File: config.mk
export PLATFORM = sky130hd
export DESIGN_NAME = vc_arbiter_ctrl
export DESIGN_NICKNAME = d
export VERILOG_FILES = /design/src/rtl/vc_arbiter_ctrl.sv
export SDC_FILE = /design/constraint.sdc
export NUM_CORES = 1
export LEC_CHECK = 0
export BUFFER_PORTS_ARGS = -buffer_cell sky130_fd_sc_hd__buf_4
export CORE_MARGIN = 5
export CORE_UTILIZATION = 43
export DETAILED_ROUTE_END_ITERATION = 12
export PLACE_DENSITY_LB_ADDON = 0.2
export SLEW_MARGIN = 20
export SYNTH_ARGS = -nofsm -noshare
export SYNTH_HDL_FRONTEND = slang
export SYNTH_SLANG_ARGS = --single-unit
File: constraint.sdc
create_clock -name clk -period 2.57 [get_ports clk]
set_input_delay 0.6425 -clock clk [delete_from_list [all_inputs] [get_ports clk]]
set_output_delay 0.6425 -clock clk [all_outputs]
set_load 0.03 [all_outputs]
File: src/rtl/vc_arbiter_ctrl.sv
// vc_arbiter_ctrl: QoS control FSM, weighted VC0/VC1 arbitration and 2-stage routing to D0/D1
module vc_arbiter_ctrl #(
  parameter int BW = 6,
  parameter int TH_W = 4,
  parameter int WEIGHT = 3
) (
  input  logic            clk,
  input  logic            reset_L,
  input  logic            init,
  input  logic [TH_W-1:0] umbral_vc_low_in,
  input  logic [TH_W-1:0] umbral_vc_high_in,
  input  logic [TH_W-1:0] umbral_d_low_in,
  input  logic [TH_W-1:0] umbral_d_high_in,
  input  logic            VC0_empty,
  input  logic            VC1_empty,
  input  logic            VC0_almost_empty,
  input  logic            VC1_almost_empty,
  input  logic [BW-1:0]   VC0_data_out,
  input  logic [BW-1:0]   VC1_data_out,
  input  logic            D0_almost_full,
  input  logic            D1_almost_full,
  input  logic            D0_full,
  input  logic            D1_full,
  input  logic            D0_empty,
  input  logic            D1_empty,
  input  logic [3:0]      fifo_error,
  output logic [TH_W-1:0] umbral_vc_low,
  output logic [TH_W-1:0] umbral_vc_high,
  output logic [TH_W-1:0] umbral_d_low,
  output logic [TH_W-1:0] umbral_d_high,
  output logic            VC0_rd,
  output logic            VC1_rd,
  output logic            D0_push,
  output logic            D1_push,
  output logic [BW-1:0]   data_out,
  output logic [4:0]      state,
  output logic            idle_out,
  output logic            active_out,
  output logic            error_out
);
  localparam int CW = $clog2(WEIGHT + 1);
  typedef enum logic [4:0] {
    S_RESET  = 5'b00001,
    S_INIT   = 5'b00010,
    S_IDLE   = 5'b00100,
    S_ACTIVE = 5'b01000,
    S_ERROR  = 5'b10000
  } state_t;
  state_t state_q, state_d;
  logic [CW-1:0] cnt_q, cnt_d;
  logic [TH_W-1:0] vc_low_q, vc_low_d, vc_high_q, vc_high_d, d_low_q, d_low_d, d_high_q, d_high_d;
  logic [BW-1:0] data_q, data_d, word;
  logic rd0_q, rd0_d, rd1_q, rd1_d, push0_q, push0_d, push1_q, push1_d;
  logic v1_q, v1_d, sel1_q, sel1_d;
  logic idle_q, idle_d, active_q, active_d, error_q, error_d;
  logic err, pipe_busy, el0, el1, can, g0, g1;
  logic unused_status;
  assign unused_status = D0_empty ^ D1_empty;
  always_comb begin
    err = state_q != S_RESET && (|fifo_error || (push0_q && D0_full) || (push1_q && D1_full));
    pipe_busy = rd0_q | rd1_q | v1_q;
    state_d = state_q == S_RESET ? S_INIT :
              (err || state_q == S_ERROR) ? S_ERROR :
              state_q == S_INIT ? (init ? S_INIT : S_IDLE) :
              init ? S_INIT :
              state_q == S_IDLE ? ((!VC0_empty || !VC1_empty) ? S_ACTIVE : S_IDLE) :
              (VC0_empty && VC1_empty && !pipe_busy) ? S_IDLE : S_ACTIVE;
    // a VC whose last word is already being read is not eligible again
    el0 = !VC0_empty && !(rd0_q && VC0_almost_empty);
    el1 = !VC1_empty && !(rd1_q && VC1_almost_empty);
    can = state_q == S_ACTIVE && state_d == S_ACTIVE && !D0_almost_full && !D1_almost_full;
    g1 = can && el1 && (!el0 || cnt_q == CW'(WEIGHT));
    g0 = can && el0 && !g1;
    cnt_d = (!el1 || g1) ? '0 : g0 ? cnt_q + CW'(1) : cnt_q;
    rd0_d = g0;
    rd1_d = g1;
    v1_d = rd0_q | rd1_q;
    sel1_d = rd1_q;
    word = sel1_q ? VC1_data_out : VC0_data_out;
    data_d = v1_q ? word : data_q;
    push0_d = v1_q && !word[BW-1];
    push1_d = v1_q && word[BW-1];
    vc_low_d = state_q == S_INIT ? umbral_vc_low_in : vc_low_q;
    vc_high_d = state_q == S_INIT ? umbral_vc_high_in : vc_high_q;
    d_low_d = state_q == S_INIT ? umbral_d_low_in : d_low_q;
    d_high_d = state_q == S_INIT ? umbral_d_high_in : d_high_q;
    idle_d = state_d == S_IDLE;
    active_d = state_d == S_ACTIVE;
    error_d = state_d == S_ERROR;
  end
  always_ff @(posedge clk) begin
    if (!reset_L) begin
      state_q <= S_RESET;
      cnt_q <= '0;
      rd0_q <= 1'b0;
      rd1_q <= 1'b0;
      v1_q <= 1'b0;
      sel1_q <= 1'b0;
      data_q <= '0;
      push0_q <= 1'b0;
      push1_q <= 1'b0;
      vc_low_q <= '0;
      vc_high_q <= '0;
      d_low_q <= '0;
      d_high_q <= '0;
      idle_q <= 1'b0;
      active_q <= 1'b0;
      error_q <= 1'b0;
    end else begin
      state_q <= state_d;
      cnt_q <= cnt_d;
      rd0_q <= rd0_d;
      rd1_q <= rd1_d;
      v1_q <= v1_d;
      sel1_q <= sel1_d;
      data_q <= data_d;
      push0_q <= push0_d;
      push1_q <= push1_d;
      vc_low_q <= vc_low_d;
      vc_high_q <= vc_high_d;
      d_low_q <= d_low_d;
      d_high_q <= d_high_d;
      idle_q <= idle_d;
      active_q <= active_d;
      error_q <= error_d;
    end
  end
  assign state = state_q;
  assign VC0_rd = rd0_q;
  assign VC1_rd = rd1_q;
  assign D0_push = push0_q;
  assign D1_push = push1_q;
  assign data_out = data_q;
  assign umbral_vc_low = vc_low_q;
  assign umbral_vc_high = vc_high_q;
  assign umbral_d_low = d_low_q;
  assign umbral_d_high = d_high_q;
  assign idle_out = idle_q;
  assign active_out = active_q;
  assign error_out = error_q;
endmodule
==> metrics.txt <==
Final Util=between 60 and 70%; DRT Wirelength=roughly 3500 um; CP top delay family=simple AND/OR/NAND/NOR gates; Syn Area/Cell=roughly 9.0 um^2; skew final=roughly 0.0050 ns; DRC viols=0; Leak=roughly 0.00091 uW; Final period util=between 70% and 80%; Resized Gates After CTS=0; Max-slew headroom=between 60% and 70%; switching power=257 uW; VDD IR max=337 uV; Pwr per Cell Area=between 400 and 500 mW/mm^2; Die X=68.1 um; WHS Path Cells=2; Buffers on Ports=76; Mapped Nets=between 200 and 250; full die area=0.00464 mm^2; Non-Filler Instances=288; status=completed; Routability Congestion=a little over 0.7; post-synthesis sequential area ratio=52.4%; setup TNS=0 ns; Antenna Cells=0; critical path required time=2.84 ns; share of cells above drive strength 1=roughly two fifths; final hold vios=0; Final setup viols=0; Post-DP HPWL=2690 um; postcts setup bufs=0; overall routing resource usage=15.6%; CTS tree=done; Cell Chain, Critical Path=buf_4, or4_4, a221oi_4, nand4_4, or3_1, o22ai_1; cts bufs inserted=5; critical path arrival=2.30 ns; CP max FO=5; Critical Path End Type=flop; post-synthesis cell area=0.00145 mm^2; post-route minimum period=about 2.0 ns; Max stage delay on crit path=0.53 ns; Internal=between 800 and 900 uW; Initial Util=a little over two fifths; clock latency at the later pin of the worst-skew pair=around 0.33 ns; worst r2r path cells=5; Clk pwr share=29.5%; total of fill cells in the finished design=around 330; hold-fix buffers at CTS=0; combinational share of power=between 10% and 20%; largest area contributor in the netlist=dfxtp_1; initial antenna violation count=0; GR Overflow Total=0; drt pass-1 iters=4; clk root buf=clkbuf_4; DR vias=1371; fraction of registers with async set or reset after synthesis=0%; deepest clock path buffer count=2; H-tree depth=2; Fmax=just under 500 MHz; I/O Pins=79; worst-margin pin slew=0.573 ns; Nets=around 290; # rows=21; Critical Setup Path Class=input pin to flop; first-pass GRT wire length=5400 um; core area=0.00331 mm^2; YS warnings=0; Reg power frac=around 57%; placed instance count=between 200 and 300; largest net degree at the start of global routing=27; Critical Path Stages=6; top cells by area, synth=dfxtp_1 (52%), nand2_1 (9.6%), a21oi_1 (6.9%), mux2i_1 (3.4%), nor2_1 (3.4%); via count of the first global-routing pass=1267; Yosys top cell area share=around 52%; WP buf/inv=1; Slowest-stage cell, CP=or4_4; number of synthesized register bits=38; drt wl/cell=12.1 um; switching share of power=roughly a quarter; Gate Count Post-Synth=between 150 and 200; Final Max Slew Viols=0; Post-synth EDFFs=0; maxcap violations=0; Worst Setup Start Kind=input pin; TritonCTS Sinks=38; Cell Area, Placed=~0.0021 mm^2; HP Class=flop to flop; post-route ant nets=0; die height=between 60 and 70 um; CTS clk-pin slew, worst paths=~0.10 ns; post-synth cell types=35; RSZ-0062 raised after global routing=no; prevailing post-synth register cell=dfxtp_1; Post-Layout Inst Area=between 0.002 and 0.0025 mm^2; number of DRC markers in iteration 0=65; routed vias/inst=4.76; Syn-to-layout area delta=47.1%
[cell families after synthesis]
logic type | share of synthesized area, %
flip-flops | 52.4
AO/OA/AOI/OAI | 16.2
AND/OR/NAND/NOR | 23.2
multiplexers | 4.22
adder cells (fa/ha/maj) | 0.861
XOR/XNOR | 0.603
buffers and inverters | 2.58
[metal layers]
metal | GRT usage, % | share of wire [%] | vias to the layer above
met5 | 0 | 0 | -
met4 | 7.44 | 1.4 | 0
met3 | 5.09 | 8.2 | 7
met2 | 25.5 | 48 | 42
met1 | 18.3 | 42 | 606
li1 | - | - | 716
[metrics by stage]
stage / total power (uW) / hold slack [ns] / worst slack [ns]
2_1_floorplan: 686 / 0.428 / 0.410
3_3_place_gp: 763 / 0.443 / 0.183
3_5_place_dp: 764 / 0.447 / 0.178
4_1_cts: 1070 / 0.462 / 0.533
5_1_grt: 1120 / 0.483 / 0.437
6_report: 1060 / 0.459 / 0.541
[state kept, by name, indices dropped and copies added, names as in the netlist, 2 cells and up]
signal and count:
umbral_vc_low 4, data_out 6, umbral_d_low 4, cnt_q 2, umbral_vc_high 4, umbral_d_high 4
state 5
[power groups by stage]
stage | combinational [uW] | sequential (uW) | clock [uW]
2_1_floorplan | 44.0 | 642 | 0
3_3_place_gp | 141 | 622 | 0
3_5_place_dp | 142 | 621 | 0
4_1_cts | 143 | 608 | 323
5_1_grt | 153 | 610 | 359
6_report | 141 | 608 | 314
[final cells by class]
class	instances	area [um^2]	area share, %
repair buffers	79	593	27.8
inverters	3	11.3	0.527
flip-flops and latches	38	761	35.6
well taps	46	57.6	2.69
clock inverters	1	5.00	0.234
clock buffers	7	55.1	2.58
multi-input cells	114	654	30.6
[cell usage in the layout, fill, tap and decap left out, types with 2 or more instances in the layout]
master and count:
o22ai_1 2, nor3_1 3, nand2_1 37, dfxtp_1 38
nor2b_1 3, inv_1 2, a21oi_1 20, nor4_1 2
a211oi_1 6, clkbuf_4 5, nand3_1 3, nor2_1 13
buf_4 79, mux2i_1 5
[worst min-delay path: stages (launching register included)]
cell,delay (ns)
dfxtp_1,0.32
nand2_1,0.05
a21oi_1,0.05
[Yosys cell counts (all sizes together) (2+ instances only)]
| cell | number |
|---|---|
| nor3 | 3 |
| nand2 | 37 |
| inv | 2 |
| a21oi | 20 |
| nor3b | 2 |
| buf | 2 |
| nor4 | 2 |
| nand3 | 3 |
| mux2i | 5 |
| dfxtp | 38 |
| nor2b | 3 |
| a211oi | 6 |
| o22ai | 2 |
| clkbuf | 5 |
| nor2 | 13 |
[final timing paths]
path,from,endpoint,slack (ns)
setup / recovery,fifo_error[1],cnt_q[1]$_SDFFE_PP0P_,0.54
hold / removal,umbral_d_low[3]$_SDFFE_PN0P_,umbral_d_low[3]$_SDFFE_PN0P_,0.46
setup reg to reg,state[0]$_SDFF_PN1_,umbral_d_low[1]$_SDFFE_PN0P_,0.82
hold reg to reg,umbral_d_low[3]$_SDFFE_PN0P_,umbral_d_low[3]$_SDFFE_PN0P_,0.46
Power figures use the tool's default switching activity.
